File: config.mk
export PLATFORM = sky130hd
export DESIGN_NAME = uart_rx_controller
export DESIGN_NICKNAME = d
export VERILOG_FILES = /design/src/rtl/uart_rx_controller.sv
export SDC_FILE = /design/constraint.sdc
export NUM_CORES = 1
export LEC_CHECK = 0
export BUFFER_PORTS_ARGS = -buffer_cell sky130_fd_sc_hd__buf_2
export CAP_MARGIN = 10
export CORE_MARGIN = 4
export CORE_UTILIZATION = 31
export CTS_CLUSTER_SIZE = 40
export DETAILED_ROUTE_END_ITERATION = 8
export SYNTH_ARGS = -nofsm -noshare
export SYNTH_HDL_FRONTEND = slang
export SYNTH_SLANG_ARGS = --single-unit
File: constraint.sdc
create_clock -name clk -period 2.95 [get_ports clk]
set_input_delay 0.4425 -clock clk [delete_from_list [all_inputs] [get_ports clk]]
set_output_delay 0.4425 -clock clk [all_outputs]
set_load 0.01 [all_outputs]
File: src/rtl/uart_rx_controller.sv
// Receiver sequencer: oversample divider, watchdog recovery, frame capture, Hamming(7,4) decode, nibble FIFO.
// Define UART_RX_STATS_EN to build the saturating corrected-frame counter on corr_count.
module uart_rx_controller #(
    parameter int CLK_DIV    = 16,
    parameter int FIFO_DEPTH = 4,
    parameter int WDOG_TICKS = 96
) (
    input  logic                          clk,
    input  logic                          rst_n,
    input  logic                          ena,
    input  logic [1:0]                    rx_state,
    input  logic                          rx_valid,
    input  logic [6:0]                    rx_data,
    output logic                          rx_tick,
    output logic                          rx_rst_n,
    output logic                          out_valid,
    output logic [3:0]                    out_data,
    output logic                          out_corrected,
    input  logic                          out_ready,
    input  logic                          err_clear,
    output logic                          overflow,
    output logic                          timeout,
    output logic [$clog2(FIFO_DEPTH):0]   fifo_count,
    output logic [7:0]                    corr_count
);
    localparam int DIV_W = $clog2(CLK_DIV);
    localparam int PTR_W = $clog2(FIFO_DEPTH);
    localparam int WD_W  = $clog2(WDOG_TICKS + 1);

    typedef struct packed {
        logic       corrected;
        logic [3:0] nibble;
    } entry_t;

    typedef enum logic {RUN, FLUSH} wd_state_t;

    // ---------------- oversample divider ----------------
    logic [DIV_W-1:0] div_cnt;
    logic             div_last;

    assign div_last = (div_cnt == DIV_W'(CLK_DIV - 1));
    assign rx_tick  = ena & div_last;

    always_ff @(posedge clk or negedge rst_n) begin
        if (!rst_n)   div_cnt <= '0;
        else if (ena) div_cnt <= div_last ? '0 : div_cnt + DIV_W'(1);
    end

    // ---------------- watchdog FSM ----------------
    wd_state_t       wd_state, wd_state_d;
    logic [WD_W-1:0] wd_cnt, wd_cnt_d;
    logic            fl_cnt, fl_cnt_d;
    logic            timeout_set;

    always_ff @(posedge clk or negedge rst_n) begin
        if (!rst_n) begin
            wd_state <= RUN;
            wd_cnt   <= '0;
            fl_cnt   <= 1'b0;
        end else begin
            wd_state <= wd_state_d;
            wd_cnt   <= wd_cnt_d;
            fl_cnt   <= fl_cnt_d;
        end
    end

    always_comb begin
        wd_state_d  = wd_state;
        wd_cnt_d    = wd_cnt;
        fl_cnt_d    = fl_cnt;
        timeout_set = 1'b0;
        case (wd_state)
            RUN: if (rx_tick) begin
                if (rx_state == 2'd0) begin
                    wd_cnt_d = '0;
                end else if (wd_cnt == WD_W'(WDOG_TICKS - 1)) begin
                    wd_state_d  = FLUSH;
                    wd_cnt_d    = '0;
                    fl_cnt_d    = 1'b0;
                    timeout_set = 1'b1;
                end else begin
                    wd_cnt_d = wd_cnt + WD_W'(1);
                end
            end
            FLUSH: begin
                wd_cnt_d = '0;
                fl_cnt_d = 1'b1;
                if (fl_cnt) wd_state_d = RUN;
            end
        endcase
    end

    // Receiver is held in reset for the whole of FLUSH and while the block itself is in reset.
    assign rx_rst_n = rst_n & (wd_state != FLUSH);

    // ---------------- capture + decode ----------------
    logic       rx_valid_q, s1_vld, frame_evt;
    logic [6:0] s1_data, fixed;
    logic [2:0] syn;
    entry_t     dec;

    assign frame_evt = rx_valid & ~rx_valid_q & (wd_state == RUN);

    always_ff @(posedge clk or negedge rst_n) begin
        if (!rst_n) begin
            rx_valid_q <= 1'b0;
            s1_vld     <= 1'b0;
            s1_data    <= '0;
        end else if (wd_state == FLUSH) begin
            rx_valid_q <= 1'b0;
            s1_vld     <= 1'b0;
        end else begin
            rx_valid_q <= rx_valid;
            s1_vld     <= frame_evt;
            if (frame_evt) s1_data <= rx_data;
        end
    end

    always_comb begin
        syn[0] = s1_data[0] ^ s1_data[2] ^ s1_data[4] ^ s1_data[6];
        syn[1] = s1_data[1] ^ s1_data[2] ^ s1_data[5] ^ s1_data[6];
        syn[2] = s1_data[3] ^ s1_data[4] ^ s1_data[5] ^ s1_data[6];
        fixed  = s1_data;
        if (syn != 3'd0) fixed[syn - 3'd1] = ~s1_data[syn - 3'd1];
        dec.corrected = (syn != 3'd0);
        dec.nibble    = {fixed[6], fixed[5], fixed[4], fixed[2]};
    end

    // ---------------- nibble FIFO ----------------
    entry_t           mem [FIFO_DEPTH];
    logic [PTR_W-1:0] wr_ptr, rd_ptr;
    logic             push, pop, full, do_push;

    assign push    = s1_vld & (wd_state == RUN);
    assign pop     = out_valid & out_ready;
    assign full    = (fifo_count == (PTR_W + 1)'(FIFO_DEPTH));
    // A full FIFO still accepts a push when the head leaves in the same clock.
    assign do_push = push & (~full | pop);

    assign out_valid                 = (fifo_count != '0);
    assign {out_corrected, out_data} = mem[rd_ptr];

    always_ff @(posedge clk or negedge rst_n) begin
        if (!rst_n) begin
            for (int i = 0; i < FIFO_DEPTH; i++) mem[i] <= '0;
            wr_ptr     <= '0;
            rd_ptr     <= '0;
            fifo_count <= '0;
        end else begin
            if (do_push) begin
                mem[wr_ptr] <= dec;
                wr_ptr      <= wr_ptr + PTR_W'(1);
            end
            if (pop) rd_ptr <= rd_ptr + PTR_W'(1);
            case ({do_push, pop})
                2'b10:   fifo_count <= fifo_count + 1'b1;
                2'b01:   fifo_count <= fifo_count - 1'b1;
                default: fifo_count <= fifo_count;
            endcase
        end
    end

    // ---------------- sticky flags ----------------
    always_ff @(posedge clk or negedge rst_n) begin
        if (!rst_n) begin
            overflow <= 1'b0;
            timeout  <= 1'b0;
        end else begin
            overflow <= (push & full & ~pop) | (overflow & ~err_clear);
            timeout  <= timeout_set | (timeout & ~err_clear);
        end
    end

`ifdef UART_RX_STATS_EN
    always_ff @(posedge clk or negedge rst_n) begin
        if (!rst_n)                                          corr_count <= '0;
        else if (err_clear)                                  corr_count <= '0;
        else if (do_push && dec.corrected && corr_count != 8'hFF) corr_count <= corr_count + 8'd1;
    end
`else
    assign corr_count = 8'h00;
`endif

endmodule

Yosys cells after proc, flatten, opt, wreduce, memory -nomap -nowiden
Cells that the tools add are included.
{"block": "totals", "register_bits": 51, "latch_bits": 0, "ramBits": 0, "mem_bits_ro": 0, "output_inout_bits": 21, "wordCells": 109, "memories": 0}
{"block": "classes", "add_sub_neg": 7, "n_mul": 0, "div_mod_pow": 0, "order_cmp": 5, "n_eq_ne": 8, "shift": 0, "mux": 30, "n_bitwise": 31, "reduce_logical": 8}
{"cell": "7-bit 2-to-1 mux", "n": 4}
{"cell": "20-bit bitwise mux", "n": 1}
{"cell": "5-bit 2-to-1 mux", "n": 3}
{"cell": "7-bit one-hot mux with 2 select lines", "n": 1}
{"cell": "1-bit 2-to-1 mux", "n": 12}
{"cell": "1-bit AND", "n": 11}
{"cell": "5-bit binary-select mux with 2-bit select", "n": 1}
{"cell": "5-bit demux with 2-bit select", "n": 1}
{"cell": "1-bit bitwise XOR", "n": 9}
{"cell": "7-bit by 1-bit adder with 7-bit output (second input constant)", "n": 1}
{"cell": "7-bit bitwise mux", "n": 1}
{"cell": "7-bit equality test (second input constant)", "n": 1}
{"cell": "3-bit greater-or-equal comparator (second input constant)", "n": 2}
{"cell": "2-bit inequality test (second input constant)", "n": 3}
{"cell": "1-bit NOT", "n": 6}
{"cell": "2-bit NOT with 3-bit output", "n": 2}
{"cell": "3-bit one-hot mux with 2 select lines", "n": 1}
{"cell": "3-bit nonzero test", "n": 2}
{"cell": "3-bit by 1-bit subtractor with 3-bit output (second input constant)", "n": 2}
{"cell": "2-bit by 1-bit adder with 2-bit output (second input constant)", "n": 2}
{"cell": "4-bit by 1-bit adder with 4-bit output (second input constant)", "n": 1}
{"cell": "4-bit equality test (second input constant)", "n": 1}
{"cell": "3-bit by 4-bit < comparator with 1-bit output (second input constant)", "n": 1}
{"cell": "4-bit 2-to-1 mux", "n": 1}
{"cell": "other kinds (15)", "n": 19}

Longest topological paths before layout
{"block": "logic_depth", "word_depth": 11, "ltp_mapped": 10, "mapped_depth_nobuf": 9}

Worst setup path after synthesis
No wires, ideal clock.
{"block": "synth_path", "kind": "register to register", "start": "register s1_data[4]", "end": "register mem[11] in the netlist's numbering", "arrival_time_ns": 2.719, "required_time_ns": 2.881, "slack_ns": 0.162, "stages_incl_launch_ff": 10, "synth_period_minus_slack_ns": 2.788, "cell_sequence": "dfrtp_1 > clkbuf_1 > xor2_1 > xnor2_1 > ha_1 > and2_2 > ha_1 > or4_1 > or3b_2 > nand3_1"}
{"block": "synth_via", "elab_chain_cells": 11}
{"element": "from (decl)", "line_no": "98", "rtl": "logic [6:0] s1_data, fixed;"}
{"element": "from (signal assigned)", "line_no": "115", "rtl": "if (frame_evt) s1_data <= rx_data;"}
{"element": "1-bit bitwise XOR (3 in a row)", "line_no": "122", "rtl": "syn[2] = s1_data[3] ^ s1_data[4] ^ s1_data[5] ^ s1_data[6];"}
{"element": "3-bit by 1-bit subtractor with 3-bit output", "line_no": "124", "rtl": "if (syn != 3'd0) fixed[syn - 3'd1] = ~s1_data[syn - 3'd1];"}
{"element": "3-bit by 4-bit < comparator with 1-bit output (not written as such) or 3-bit by 1-bit greater-or-equal comparator with 1-bit output (tied branches)", "line_no": "124"}
{"element": "1-bit logical AND (not written as such)", "line_no": "124"}
{"element": "1-bit 2-to-1 mux (not written as such)", "line_no": "124"}
{"element": "1-bit demux with 3-bit select", "line_no": "124"}
{"element": "7-bit bitwise mux", "line_no": "124"}
{"element": "7-bit 2-to-1 mux (*)", "line_no": "124"}
{"element": "20-bit bitwise mux (*)", "line_no": "151", "rtl": "mem[wr_ptr] <= dec;"}
{"element": "to (signal, indexed assignment)", "line_no": "151"}
{"element": "to (decl)", "line_no": "130", "rtl": "entry_t mem [FIFO_DEPTH];"}
Mark *: on every way between the ends. The rest lies on a longest branch, timed or not. The select of a mux whose other input is x is not followed.
A chain may end at the register's enable or synchronous reset.

Worst setup path in the final report
{"block": "layout_path", "start": "register s1_data[1]", "end": "register mem[11] in the netlist's numbering"}
{"block": "layout_via", "elab_chain_cells": 11}
{"element": "1-bit bitwise XOR (3 in a row)", "line_no": "121", "rtl": "syn[1] = s1_data[1] ^ s1_data[2] ^ s1_data[5] ^ s1_data[6];"}
{"element": "3-bit by 1-bit subtractor with 3-bit output", "line_no": "124"}
{"element": "3-bit by 4-bit < comparator with 1-bit output (not written as such) or 3-bit by 1-bit greater-or-equal comparator with 1-bit output (tied branches)", "line_no": "124"}
{"element": "1-bit logical AND (not written as such)", "line_no": "124"}
{"element": "1-bit 2-to-1 mux (not written as such)", "line_no": "124"}
{"element": "1-bit demux with 3-bit select", "line_no": "124"}
{"element": "7-bit bitwise mux", "line_no": "124"}
{"element": "7-bit 2-to-1 mux (*)", "line_no": "124"}
{"element": "20-bit bitwise mux (*)", "line_no": "151"}
Marks and branches as above.

==> qor.csv <==
stage,metric,value,unit
synthesis,Unique masters post-synth,48,
cts,CTS Hold Bufs,0,
cells_and_area,fin nets,309,
synthesis,Compound-Gate Fraction of Synth Area,0.07720,
detailed_routing,Residual DRC,0,
cts,CTS sink cnt,51,
global_route,vias in the first global route,1805,
floorplan,Die Height,102.0,microns
status,status,completed,
synthesis,Synth Warn #,0,
placement,# port buffers,27,
floorplan,I/O pins,36,
cts,root buffer cell,clkbuf_8,
critical_path,reg2reg start,s1_data[1],
synthesis,Synth Area in Simple Gates,0.1791,
global_route,pin count of the biggest net entering global routing,52,
synthesis,Main synth FF type,dfrtp_1,
cells_and_area,Antenna diodes,0,
global_route,met1 GRT Util,0.1509,
cells_and_area,"commonest non-fill, non-tap cell in the layout",dfrtp_1,
sta,Tcrit/Tclk final,0.9526,
detailed_routing,DR iter-0 viols,49,
pwr,P per Cell Area,849.7,nW/um^2
critical_path,Required @ worst endpoint,3.18,ns
cts,H-Tree Depth,2,
cts,CTS buffer count,5,
synthesis,main combinational cell family by area after synthesis,simple AND/OR/NAND/NOR gates,
global_route,first-pass GRT wire length,8.852,mm
worst_hold_path,HP Class,in2async,
synthesis,XOR/XNOR Fraction of Synth Area,0.05299,
sta,RSZ-0062 raised after global routing,false,
cts,Max clock buf depth,2,
cells_and_area,Syn-to-layout area delta,11.79,%
cells_and_area,most frequent cells in the layout,"dfrtp_1 (51), buf_2 (27), nand3_1 (23)",
synthesis,"Seq/Total Area, Yosys",0.4660,
critical_path,peak fanout along the critical path,8,
synthesis,Synth Area per Inst,10.70,sq um
sta,clk_skew,0.003622,ns
cts,clk_lat worst skew,0.29,ns
sta,slack of the critical path,0.1398,ns
placement,placed inst area,2978,sq um
critical_path,Worst Setup Path Type,reg2reg,
global_route,most used routing layer,met2,
detailed_routing,vias,1908,
critical_path,CP Capture Type,register,
cts,CTS clock-pin slew for the worst setup and hold paths,0.09,ns
detailed_routing,Routed WL per cell,13.74,microns
detailed_routing,1st-pass router iterations,4,
detailed_routing,final WL,5.388,mm
global_route,gr ovfl total,0,
sta,post-layout minimum cycle time,2.810,ns
floorplan,core area,8678,sq um
critical_path,Reg2Reg Depth,7,
global_route,GRT Total Usage,0.1077,
run,Max-Cap Viols,0,
placement,pre-CTS setup slack,0.1455,ns
cells_and_area,final instance area,3062,sq um
sta,fmax,355.8,MHz
sta,number of setup violations in the final report,0,
sta,Final Hold Vio Count,0,
pwr,Static Leak,1.318,nW
sta,Slew Limit Fails,0,
cells_and_area,share of post-route cells with drive strength above 1,0.2077,
synthesis,Post-synth EDFFs,0,
sta,Max-slew headroom,0.4945,
floorplan,Rows,34,
critical_path,CP startpoint kind,register,
global_route,initial antenna violation count,0,
synthesis,Post-Synth Adder-Cell Area,0.04386,
sta,measured slew at the worst slew-check pin,0.7541,ns
pwr,Peak VDD IR,0.3264,mV
synthesis,post-synthesis register bit count,51,
cts,CTS tree,done,
floorplan,Die W,102.0,microns
synthesis,post-synthesis mux area share,0.1256,
placement,GPL Wtd Cong,0.7964,
critical_path,CP Launch Point,s1_data[1],
sta,Hold WS,0.3132,ns
floorplan,die area,10400,sq um
detailed_routing,ANT nets after route,0,
synthesis,async set-or-reset flop fraction in the synthesized netlist,1.000,
synthesis,Netlist Area Pre-Place,2739,sq um
critical_path,WP data arrival,3.04,ns
sta,Total Neg Setup Slack,0,ns
cells_and_area,Fill cells,880,
floorplan,Initial Util,0.3156,
global_route,met3 usage,0.02799,
synthesis,synthesized instance count,256,
cts,Post CTS Setup Buffer Count,0,
placement,Post-DP HPWL,4.023,mm
global_route,Global Route met2 Usage,0.1684,
detailed_routing,vias per inst,4.867,
==> per-stage QoR <==
stage	power, mW	util	instances
floorplan	1.939	-	263
global placement	2.211	0.3431	386
detailed placement	2.256	0.3431	386
CTS	2.631	0.3515	392
global route	2.831	0.3528	392
finish	2.602	0.3528	392
==> synthesized netlist by cell type (3+ instances only) <==
cell / instances / area (sq um)
a21oi_1: 8 / 40.04
a31oi_1: 5 / 31.28
and3_1: 3 / 18.77
buf_2: 4 / 20.02
buf_4: 8 / 60.06
clkbuf_1: 5 / 18.77
dfrtp_1: 51 / 1276
ha_1: 8 / 100.1
inv_1: 12 / 45.04
mux2_2: 9 / 101.4
mux2i_1: 13 / 130.1
mux4_2: 5 / 112.6
nand2_1: 10 / 37.54
nand2b_1: 3 / 18.77
nand3_1: 23 / 115.1
nand3b_1: 5 / 37.54
nor2_1: 17 / 63.81
nor2b_1: 7 / 43.79
o21ai_0: 14 / 70.07
or3_1: 3 / 18.77
xnor2_1: 11 / 96.34
==> logic make-up after synthesis <==
group,count (synthesis)
adder cells (fa/ha/maj),9
multiplexers,27
XOR/XNOR,14
other,1
AND/OR/NAND/NOR,88
buffers and inverters,30
AO/OA/AOI/OAI,36
flip-flops,51
==> flip-flops by register name (all words and copies together), names as in the netlist <==
| signal | flops |
|---|---|
| s1_data | 7 |
| div_cnt | 4 |
| rd_ptr | 2 |
| mem | 20 |
| timeout | 1 |
| wd_cnt | 7 |
| s1_vld | 1 |
| fifo_count | 3 |
| wr_ptr | 2 |
| wd_state | 1 |
| overflow | 1 |
| fl_cnt | 1 |
| rx_valid_q | 1 |
==> final cells by class <==
| type | count | area, sq um | area share |
|---|---|---|---|
| inverters | 12 | 45.04 | 0.01471 |
| well taps | 108 | 135.1 | 0.04414 |
| multi-input cells | 182 | 1353 | 0.4418 |
| flip-flops and latches | 51 | 1276 | 0.4168 |
| clock buffers | 6 | 72.57 | 0.02370 |
| repair buffers | 33 | 180.2 | 0.05885 |
==> critical path, stage by stage (launching register included) <==
cell and delay, ns:
dfrtp_1 0.41, xnor3_2 0.45, xor2_4 0.20, and2_2 0.21, ha_1 0.32, or4_1 0.60, or3b_2 0.47, nand3_1 0.10
==> repair_timing <==
action,CTS,global route
resized for setup,0,1
endpoints found under the hold margin,0,0
setup endpoints to repair,0,1
==> where the power goes <==
part / internal [mW] / switching (mW) / total, mW
combinational: 0.538 / 0.542 / 1.08
clock: 0.159 / 0.212 / 0.371
sequential: 0.935 / 0.216 / 1.15
total: 1.63 / 0.970 / 2.60
==> final timing paths <==
| kind | slack [ns] | to |
|---|---|---|
| min in group clk | 0.34 | timeout |
| worst max-delay path | 0.14 | mem[11] |
| max in group asynchronous | 2.20 | wd_cnt[3] |
| worst max register to register | 0.14 | mem[11] |
| worst min-delay path | 0.31 | mem[13] |
| worst min register to register | 0.47 | wd_state |
==> metal layers <==
layer | wire (microns) | vias up
met5 | 0 | -
met4 | 19 | 0
met3 | 290 | 2
met2 | 2513 | 39
met1 | 2565 | 927
li1 | - | 940
(Power assumes the default switching activity.)
